`config.mk`:
```
export PLATFORM = sky130hd
export DESIGN_NAME = phase_sequencer
export DESIGN_NICKNAME = d
export VERILOG_FILES = /design/src/rtl/phase_sequencer.sv
export SDC_FILE = /design/constraint.sdc
export NUM_CORES = 1
export LEC_CHECK = 0
export ABC_AREA = 0
export CORE_AREA = 3 3 55 57
export CTS_BUF_LIST = sky130_fd_sc_hd__clkbuf_8
export CTS_CLUSTER_SIZE = 16
export DETAILED_ROUTE_END_ITERATION = 16
export DIE_AREA = 0 0 58 60
export GPL_ROUTABILITY_DRIVEN = 0
export PLACE_DENSITY = 0.85
export SETUP_SLACK_MARGIN = 0.5
export SLEW_MARGIN = 20
export SYNTH_ARGS = -nofsm -noshare
export SYNTH_HDL_FRONTEND = slang
export SYNTH_SLANG_ARGS = --single-unit
```
`constraint.sdc`:
```
create_clock -name clk -period 1.2 [get_ports clk]
set_clock_uncertainty 0.05 [all_clocks]
set_input_delay 0.3 -clock clk [delete_from_list [all_inputs] [get_ports clk]]
set_output_delay 0.3 -clock clk [all_outputs]
set_load 0.01 [all_outputs]
```
`src/rtl/phase_sequencer.sv`:
```
// Five-stage, non-overlapped instruction phase sequencer with a HALT state.
// One instruction walks FETCH -> DECODE -> EXECUTE -> MEMORY -> WRITEBACK.
// Each stage is held while its stall input is high.
//
// Ports:
//   clk, rst              clock; asynchronous active-high reset
//   stall_<stage>         stage not done; hold in that state
//   halt_req              stop after the current instruction retires
//   phase_<stage>         combinational output-register enable, high in the
//                         last cycle of the named state
//   phase_state           current state code (FETCH=0 .. WRITEBACK=4, HALT=5)
//   halted                high while in HALT
//   cycle_cnt             non-halted cycle count (performance counter)
//   instret_cnt           retired instruction count (performance counter)
//
// Parameters:
//   CNT_WIDTH             width of the performance counters
//   HALT_ON_RESET         1: leave reset into HALT, 0: leave reset into FETCH
//
// Build option: define PHASE_SEQUENCER_PERF_CNT_EN to implement the
// performance counters. Without it both counters are tied to 0.
module phase_sequencer #(
  parameter int unsigned CNT_WIDTH     = 32,
  parameter bit          HALT_ON_RESET = 1'b0
) (
  input  logic                 clk,
  input  logic                 rst,
  input  logic                 stall_fetch,
  input  logic                 stall_decode,
  input  logic                 stall_execute,
  input  logic                 stall_memory,
  input  logic                 stall_writeback,
  input  logic                 halt_req,
  output logic                 phase_fetch,
  output logic                 phase_decode,
  output logic                 phase_execute,
  output logic                 phase_memory,
  output logic                 phase_writeback,
  output logic [2:0]           phase_state,
  output logic                 halted,
  output logic [CNT_WIDTH-1:0] cycle_cnt,
  output logic [CNT_WIDTH-1:0] instret_cnt
);

  typedef enum logic [2:0] {
    S_FETCH     = 3'd0,
    S_DECODE    = 3'd1,
    S_EXECUTE   = 3'd2,
    S_MEMORY    = 3'd3,
    S_WRITEBACK = 3'd4,
    S_HALT      = 3'd5
  } state_t;

  localparam state_t RESET_STATE = HALT_ON_RESET ? S_HALT : S_FETCH;

  state_t state;

  // State register; halt_req is only consulted when WRITEBACK completes or in HALT.
  always_ff @(posedge clk or posedge rst) begin
    if (rst) begin
      state <= RESET_STATE;
    end else begin
      case (state)
        S_FETCH:     if (!stall_fetch)   state <= S_DECODE;
        S_DECODE:    if (!stall_decode)  state <= S_EXECUTE;
        S_EXECUTE:   if (!stall_execute) state <= S_MEMORY;
        S_MEMORY:    if (!stall_memory)  state <= S_WRITEBACK;
        S_WRITEBACK: if (!stall_writeback) state <= halt_req ? S_HALT : S_FETCH;
        S_HALT:      if (!halt_req)      state <= S_FETCH;
        default:     state <= S_FETCH;   // unused codes recover to FETCH
      endcase
    end
  end

  // Phase enables: last cycle of each stage state; forced low during reset.
  always_comb begin
    phase_fetch     = 1'b0;
    phase_decode    = 1'b0;
    phase_execute   = 1'b0;
    phase_memory    = 1'b0;
    phase_writeback = 1'b0;
    if (!rst) begin
      case (state)
        S_FETCH:     phase_fetch     = !stall_fetch;
        S_DECODE:    phase_decode    = !stall_decode;
        S_EXECUTE:   phase_execute   = !stall_execute;
        S_MEMORY:    phase_memory    = !stall_memory;
        S_WRITEBACK: phase_writeback = !stall_writeback;
        default:     ;
      endcase
    end
  end

  assign phase_state = state;
  assign halted      = (state == S_HALT);

`ifdef PHASE_SEQUENCER_PERF_CNT_EN
  logic [CNT_WIDTH-1:0] cycle_q;
  logic [CNT_WIDTH-1:0] instret_q;

  // Free-wrapping counters; a retire is exactly a phase_writeback pulse.
  always_ff @(posedge clk or posedge rst) begin
    if (rst) begin
      cycle_q   <= '0;
      instret_q <= '0;
    end else begin
      if (state != S_HALT) cycle_q   <= cycle_q + CNT_WIDTH'(1);
      if (phase_writeback) instret_q <= instret_q + CNT_WIDTH'(1);
    end
  end

  assign cycle_cnt   = cycle_q;
  assign instret_cnt = instret_q;
`else
  assign cycle_cnt   = '0;
  assign instret_cnt = '0;
`endif

endmodule

```
==> results of run 1 <==
## how the worst max path moves through the flow
stage	to	cells after the start
detailed placement	phase_execute	5
CTS	phase_decode	4
floorplan	phase_writeback	3
finish	phase_writeback	3
global placement	phase_execute	5
global route	phase_writeback	3
## metal layers
metal | vias to the layer above | global-route usage [%] | share of wire (%)
li1 | 259 | - | -
met1 | 247 | 7.21 | 24
met2 | 51 | 17.7 | 60
met3 | 6 | 1.51 | 12
met4 | 0 | 10.9 | 3.6
met5 | - | 0 | 0
## kinds of logic (layout without fill, tap and decap cells)
| kind of cell | after synthesis | in the layout | share of synthesized area [%] |
|---|---|---|---|
| muxes | 1 | 1 | 1.38 |
| other | 1 | 64 | 0.518 |
| DFF | 3 | 3 | 10.4 |
| AOI/OAI and AO/OA | 6 | 6 | 5.70 |
| buffers and inverters | 68 | 49 | 68.9 |
| and+or+nand+nor | 15 | 15 | 13.1 |
## cell usage after synthesis
master and instances:
a211oi_1 1, nor4b_1 2, nor3b_2 1, a21oi_1 2, buf_4 65, nor3_1 1
nor3b_1 1, o22ai_1 1, nand2_1 1, nand2b_2 1, nor2_1 4, inv_2 1
nand2b_1 2, inv_1 2, conb_1 1, nor2b_1 1, o221ai_1 1, dfrtp_1 3
o31a_1 1, mux2i_1 1, nor4_1 1
## worst reg2reg max path, cell delays in order, from the launching register on
cell      delay [ns]
dfrtp_2         0.43
buf_6           0.13
buf_6           0.10
buf_6           0.11
buf_4           0.12
a211oi_2        0.20
o31a_1          0.17
## power by group through the flow
stage                     clock network, mW  logic, mW  registers (mW)
after floorplan                           0      0.573           0.270
after global placement                    0      0.845           0.251
after detailed placement                  0      0.877           0.250
final                                 0.301       1.52           0.222
after global routing                  0.315       1.62           0.235
after CTS                             0.308       1.34           0.219
## metrics by stage
step | total power, mW | hold WS (ns) | TNS [ns] | cells
final | 2.05 | 0.224 | -2.71 | 168
after global routing | 2.17 | 0.246 | -3.19 | 168
after CTS | 1.86 | 0.222 | -2.61 | 164
after detailed placement | 1.13 | 0.546 | -5.86 | 151
after global placement | 1.10 | 0.544 | -5.49 | 151
after floorplan | 0.844 | 0.00351 | -0.272 | 157
## area by class of cell
| cell class | instances | area (sq um) |
|---|---|---|
| fill | 259 | 1470 |
| multi-input combinational | 86 | 493 |
| timing repair buffer | 42 | 385 |
| sequential | 3 | 78.8 |
| clock buffer | 3 | 41.3 |
| tap | 30 | 37.5 |
| inverter | 3 | 13.8 |
| clock inverter | 1 | 3.75 |
## timing repair
action	CTS	global route
pin swaps	8	4
endpoints found under the hold margin	0	0
endpoints found under the setup margin	12	12
gates resized for setup	61	9
setup buffers	9	4
==> flow_summary.json, run 1 <==
{
  "irDropWorstVdd_uv": 1230,
  "setup_slack_ns": -0.361,
  "pre_cts_ws_ns": -0.876,
  "status": "finished with violations",
  "worstReg2RegEnd": "phase_state[0]",
  "initial_core_util_pct": 28.7,
  "dr.pass1.iters": 4,
  "grt_max_degree": 6,
  "avgSynthCellArea_sq_um": 7.71,
  "p_leak_nw": 0.582,
  "avgViaCountPerCell": 3.35,
  "drt-wirelength-per-cell_um": 10.2,
  "r2r_start": "phase_state[1]",
  "path_cells": "buf_6 > nor4_4 > buf_2",
  "p_sw_share_pct": 38.3,
  "period_share_pct": 130,
  "coreArea_sq_mm": 0.00252,
  "yosysSeqAreaShare_pct": 10.4,
  "rows": 18,
  "p_sw_uw": 783,
  "period_minus_slack_ns": 1.56,
  "drv_slew": 0,
  "worstPathRequired_ns": 0.85,
  "routed_wl_mm": 1.71,
  "largest_reg_flops": 3,
  "cp_num_buf_inv": 2,
  "clock-sinks": 3,
  "die_h_um": 60,
  "numCtsBuffers": 3,
  "cts_hold_buffers": 0,
  "grt.total_usage_pct": 9.26,
  "slowest_delay_ns": 0.40,
  "hold_path_class": "input pin to asynchronous set/reset pin",
  "antennaDiodeCount": 0,
  "io_buffer_count": 16,
  "antenna_found_initial": 0,
  "ys_ff_latch": 3,
  "layout_commonest_cell": "conb_1",
  "syn_inst": 94,
  "crit_slowest_cell": "dfrtp_2",
  "yosysWarnings": 0,
  "cts-htree-levels": 1,
  "drive_above_1_share_pct": 41.3,
  "insertion_delay_ns": 0.23,
  "synthesis.area_sq_um": 724,
  "area_growth_pct": 45.4,
  "crit_fanout": 4,
  "synth_top_area_share_pct": 67.4,
  "violations": "setup timing",
  "cp.arrival_ns": 1.21,
  "dpl_cell_area_sq_um": 822,
  "critPathCaptureType": "output pin",
  "worst_setup_path_start_kind": "register",
  "critPathLaunch": "phase_state[0]",
  "internal_power_mw": 1.26,
  "synth_area_leaders": "buf_4 67%, dfrtp_1 10%, nor4b_1 2.4%",
  "grt_pass1_vias": 469,
  "final_area_sq_mm": 0.00105,
  "dieWidth_um": 58,
  "combPwrFrac_pct": 74.4,
  "drc": 0,
  "dp_hpwl_mm": 1.24,
  "clk_pin_slew_ns": 0.03,
  "crit_type": "register to output pin",
  "grt_overflow": 0,
  "dr.first_iter.drc_count": 17,
  "clkPwrFrac_pct": 14.7,
  "ios": 81,
  "layout_common_cells": "64 x conb_1, 19 x buf_6, 10 x buf_4",
  "cts_tree": "done",
  "setup_viol": 11,
  "ys_types": 21,
  "yosys.area.top_type": "buf_4",
  "grt_first_pass_wirelength_mm": 2.19,
  "clock_path_buffers": 2,
  "maxClockFrequency_mhz": 641,
  "num_vias": 563,
  "r2r_cells": 6,
  "postRouteAntennaNets": 0,
  "power_density_mw_per_mm2": 1940,
  "maxCapViolCount": 0,
  "crit_family": "flip-flops",
  "rsz0062_at_grt": "yes",
  "report.final.hold_viol_count": 0,
  "fin_util_pct": 41.8,
  "dieArea_sq_mm": 0.00348,
  "seq_power_share_pct": 10.9,
  "root_buffer": "clkbuf_8",
  "rrSetupSlack_ns": -0.18,
  "nets": 147
}
No activity file was read; power rests on OpenSTA's default activity.
==> inputs of run 2 (changes only) <==
--- a/config.mk
+++ b/config.mk
@@ -8,10 +8,10 @@
 export ABC_AREA = 0
 export CORE_AREA = 3 3 55 57
 export CTS_BUF_LIST = sky130_fd_sc_hd__clkbuf_8
-export CTS_CLUSTER_SIZE = 16
 export DETAILED_ROUTE_END_ITERATION = 16
 export DIE_AREA = 0 0 58 60
 export GPL_ROUTABILITY_DRIVEN = 0
+export GPL_TIMING_DRIVEN = 0
 export PLACE_DENSITY = 0.85
 export SETUP_SLACK_MARGIN = 0.5
 export SLEW_MARGIN = 20
==> flow_summary.json, run 2 (synthesis results as in run 1) <==
{
  "status": "finished with violations",
  "violations": "setup timing",
  "numCtsBuffers": 3,
  "root_buffer": "clkbuf_8",
  "crit_fanout": 6,
  "cts-htree-levels": 1,
  "dr.first_iter.drc_count": 7,
  "grt_max_degree": 7,
  "nets": 199,
  "clk_pin_slew_ns": 0.03,
  "critPathLaunch": "phase_state[0]",
  "ios": 81,
  "antennaDiodeCount": 0,
  "largest_reg_flops": 3,
  "period_minus_slack_ns": 1.57,
  "worstPathRequired_ns": 0.85,
  "crit_family": "flip-flops",
  "grt_overflow": 0,
  "worst_setup_path_start_kind": "register",
  "path_cells": "buf_6 > nor4b_4 > buf_2",
  "clock-sinks": 3,
  "initial_core_util_pct": 28.7,
  "drt-wirelength-per-cell_um": 8.26,
  "p_leak_nw": 0.864,
  "postRouteAntennaNets": 0,
  "routed_wl_mm": 1.82,
  "rows": 18,
  "io_buffer_count": 16,
  "grt.total_usage_pct": 9.58,
  "crit_type": "register to output pin",
  "dp_hpwl_mm": 1.35,
  "setup_slack_ns": -0.374,
  "layout_commonest_cell": "buf_4",
  "antenna_found_initial": 0,
  "grt_pass1_vias": 614,
  "area_growth_pct": 93.4,
  "crit_slowest_cell": "dfrtp_2",
  "slowest_delay_ns": 0.46,
  "insertion_delay_ns": 0.21,
  "drc": 0,
  "dr.pass1.iters": 3,
  "dieWidth_um": 58,
  "cts_tree": "done",
  "layout_common_cells": "72 x buf_4, 64 x conb_1, 7 x buf_6",
  "setup_viol": 10,
  "final_area_sq_mm": 0.00140,
  "rsz0062_at_grt": "yes",
  "r2r_start": "phase_state[1]",
  "drv_slew": 0,
  "maxCapViolCount": 0,
  "clock_path_buffers": 2,
  "maxClockFrequency_mhz": 635,
  "irDropWorstVdd_uv": 1010,
  "coreArea_sq_mm": 0.00252,
  "die_h_um": 60,
  "num_vias": 697,
  "hold_path_class": "input pin to asynchronous set/reset pin",
  "cp.arrival_ns": 1.22,
  "power_density_mw_per_mm2": 1300,
  "drive_above_1_share_pct": 56.8,
  "dieArea_sq_mm": 0.00348,
  "fin_util_pct": 55.6,
  "report.final.hold_viol_count": 0,
  "grt_first_pass_wirelength_mm": 2.48,
  "p_total_mw": 1.83,
  "avgViaCountPerCell": 3.17,
  "cp_num_buf_inv": 2,
  "dpl_cell_area_sq_mm": 0.00122,
  "critPathCaptureType": "output pin",
  "period_share_pct": 131
}
-- run 2: cell types whose count changed in the layout (fill, tap and decap cells not counted), moves of 2 or more --
cell / change
clkdlybuf4s15_2: +2
buf_4: +62
nor3b_2: +2
buf_6: -12
-- run 2: repair_timing --
action / 4_1_cts / 5_1_grt
hold buffers: 0 / 0
pin swaps: 4 / 1
cloned: 0 / 0
endpoints found under the setup margin: 12 / 12
gates resized for setup: 49 / 5
buffers inserted: 12 / 1
-- run 2: final timing paths --
kind	endpoint	slack, ns	depth (start not counted)
worst max register to register	phase_state[0]	-0.05	5
max in group asynchronous	phase_state[2]	0.88	2
worst min register to register	phase_state[1]	0.66	3
worst min-delay path	phase_state[0]	0.08	2
min in group clk	phase_state[0]	0.60	4
worst max-delay path	phase_fetch	-0.37	3
-- run 2: report_power, final --
| group | total, mW | internal (mW) | switching, mW |
|---|---|---|---|
| Combinational | 1.31 | 0.744 | 0.569 |
| Sequential | 0.232 | 0.157 | 0.0750 |
| Clock | 0.282 | 0.218 | 0.0642 |
| Total | 1.83 | 1.12 | 0.708 |
-- run 2: cell type report --
cell class	instances	area, sq um
buffer	65	492
timing repair buffer	29	245
clock buffer	3	41.3
sequential	3	77.6
fill	229	1120
multi-input combinational	86	493
clock inverter	1	3.75
tap	30	37.5
inverter	3	11.3
-- run 2: through the flow --
step	std cells	hold slack [ns]	setup TNS [ns]	setup WS, ns
after detailed placement	203	0.506	-5.57	-0.924
after global routing	220	0.0882	-2.73	-0.414
after global placement	203	0.505	-5.54	-0.920
final	220	0.0814	-2.23	-0.374
after CTS	219	0.0634	-2.10	-0.381
after floorplan	157	0.00351	-0.272	-0.114
-- run 2: routing by layer --
layer	global-route usage [%]	vias to the layer above	share of wire (%)
met4	9.60	0	2.7
met1	7.35	277	27
met2	19.0	51	57
li1	-	363	-
met5	0	-	0
met3	1.94	6	13
==> inputs of run 3 (changes only) <==
--- a/config.mk
+++ b/config.mk
@@ -6,12 +6,13 @@
 export NUM_CORES = 1
 export LEC_CHECK = 0
 export ABC_AREA = 0
-export CORE_AREA = 3 3 55 57
+export CORE_AREA = 3 3 61 52
 export CTS_BUF_LIST = sky130_fd_sc_hd__clkbuf_8
 export DETAILED_ROUTE_END_ITERATION = 16
-export DIE_AREA = 0 0 58 60
+export DIE_AREA = 0 0 64 55
 export GPL_ROUTABILITY_DRIVEN = 0
 export GPL_TIMING_DRIVEN = 0
+export HOLD_SLACK_MARGIN = 0.15
 export PLACE_DENSITY = 0.85
 export SETUP_SLACK_MARGIN = 0.5
 export SLEW_MARGIN = 20
==> flow_summary.json, run 3 (synthesis results as in run 1) <==
{
  "drv_slew": 0,
  "layout_commonest_cell": "buf_4",
  "routed_wl_mm": 1.85,
  "worst_setup_path_start_kind": "register",
  "r2r_start": "phase_state[1]",
  "dieArea_sq_mm": 0.00352,
  "grt_first_pass_wirelength_mm": 2.48,
  "rows": 17,
  "setup_viol": 11,
  "drive_above_1_share_pct": 57.7,
  "dr.first_iter.drc_count": 8,
  "dieWidth_um": 64,
  "r2r_cells": 7,
  "period_minus_slack_ns": 1.57,
  "rrSetupSlack_ns": -0.27,
  "clock-sinks": 3,
  "nets": 203,
  "crit_slowest_cell": "dfrtp_2",
  "hold_path_class": "input pin to asynchronous set/reset pin",
  "grt_max_degree": 8,
  "root_buffer": "clkbuf_8",
  "largest_reg_flops": 3,
  "crit_fanout": 5,
  "maxClockFrequency_mhz": 636,
  "dr.pass1.iters": 2,
  "irDropWorstVdd_uv": 512,
  "worstPathRequired_ns": 0.85,
  "status": "finished with violations",
  "area_growth_pct": 99.8,
  "layout_common_cells": "75 x buf_4, 64 x conb_1, 9 x buf_6",
  "antenna_found_initial": 0,
  "crit_type": "register to output pin",
  "cts-htree-levels": 1,
  "critPathCaptureType": "output pin",
  "clock_path_buffers": 2,
  "timing.hold.ws_ns": 0.152,
  "final_area_sq_mm": 0.00145,
  "clk_pin_slew_ns": 0.03,
  "path_cells": "buf_4 > inv_2 > nor4b_4 > buf_2",
  "period_share_pct": 131,
  "drc": 0,
  "p_leak_nw": 0.879,
  "p_total_mw": 1.94,
  "dpl_cell_area_sq_mm": 0.00123,
  "postRouteAntennaNets": 0,
  "grt_overflow": 0,
  "rsz0062_at_grt": "yes",
  "grt.total_usage_pct": 9.14,
  "crit_family": "flip-flops",
  "dp_hpwl_mm": 1.43,
  "slowest_delay_ns": 0.42,
  "antennaDiodeCount": 0,
  "num_vias": 703,
  "drt-wirelength-per-cell_um": 7.97,
  "insertion_delay_ns": 0.21,
  "cts_tree": "done",
  "violations": "setup timing",
  "coreArea_sq_mm": 0.00266,
  "worstReg2RegEnd": "phase_state[0]",
  "ios": 81,
  "report.final.hold_viol_count": 0,
  "initial_core_util_pct": 27.2,
  "power_density_mw_per_mm2": 1340,
  "io_buffer_count": 16,
  "cp_num_buf_inv": 3,
  "pre_cts_ws_ns": -0.914,
  "maxCapViolCount": 0,
  "die_h_um": 55,
  "numCtsBuffers": 3,
  "setup_slack_ns": -0.373,
  "grt_pass1_vias": 595,
  "cp.arrival_ns": 1.22,
  "avgViaCountPerCell": 3.03
}
## run 3: what timing repair did
item | CTS | global route
hold endpoints to repair | 3 | 0
buffers inserted | 11 | 6
gates resized for setup | 49 | 9
setup endpoints to repair | 12 | 12
pin swaps | 6 | 2
## run 3: worst max path at each step
stage | startpoint | to | slack [ns] | cells past startpoint
finish | phase_state[0] | phase_decode | -0.37 | 4
global route | phase_state[0] | phase_decode | -0.45 | 4
CTS | phase_state[0] | phase_writeback | -0.38 | 3
detailed placement | rst | phase_execute | -0.91 | 5
global placement | rst | phase_execute | -0.91 | 5
floorplan | phase_state[1] | phase_writeback | -0.11 | 3
## run 3: where the power goes
part | leakage [nW] | switching [mW] | internal (mW)
Clock | 0.0269 | 0.0633 | 0.217
Combinational | 0.817 | 0.602 | 0.824
Sequential | 0.0350 | 0.0752 | 0.157
## run 3: worst register-to-register path, delay by kind of cell (launching register included)
family | cells | cell delay, ns
buf+inv | 4 | 0.47
flops | 1 | 0.38
compound gates | 2 | 0.33
simple gates | 1 | 0.11
## run 3: layout make-up
cell class | count | area (sq um)
repair buffers | 33 | 288
clock buffers | 3 | 41.3
clock inverters | 1 | 3.75
multi-input cells | 86 | 487
fillers | 240 | 1210
plain buffers | 65 | 492
well taps | 38 | 47.5
inverters | 3 | 11.3
flip-flops and latches | 3 | 77.6
## run 3: stage by stage
stage	std cells	util (%)	TNS [ns]
2_1_floorplan	157	-	-0.272
3_3_place_gp	211	46.1	-5.49
3_5_place_dp	211	46.1	-5.61
4_1_cts	226	51.7	-2.16
5_1_grt	232	54.4	-3.09
6_report	232	54.4	-2.57
## run 3: layer usage
layer,track usage [%],wire length (um),up-vias
li1,-,-,374
met1,7.68,584,288
met2,20.1,1110,41
met3,3.23,160,0
met4,3.23,0,0
met5,0,0,-
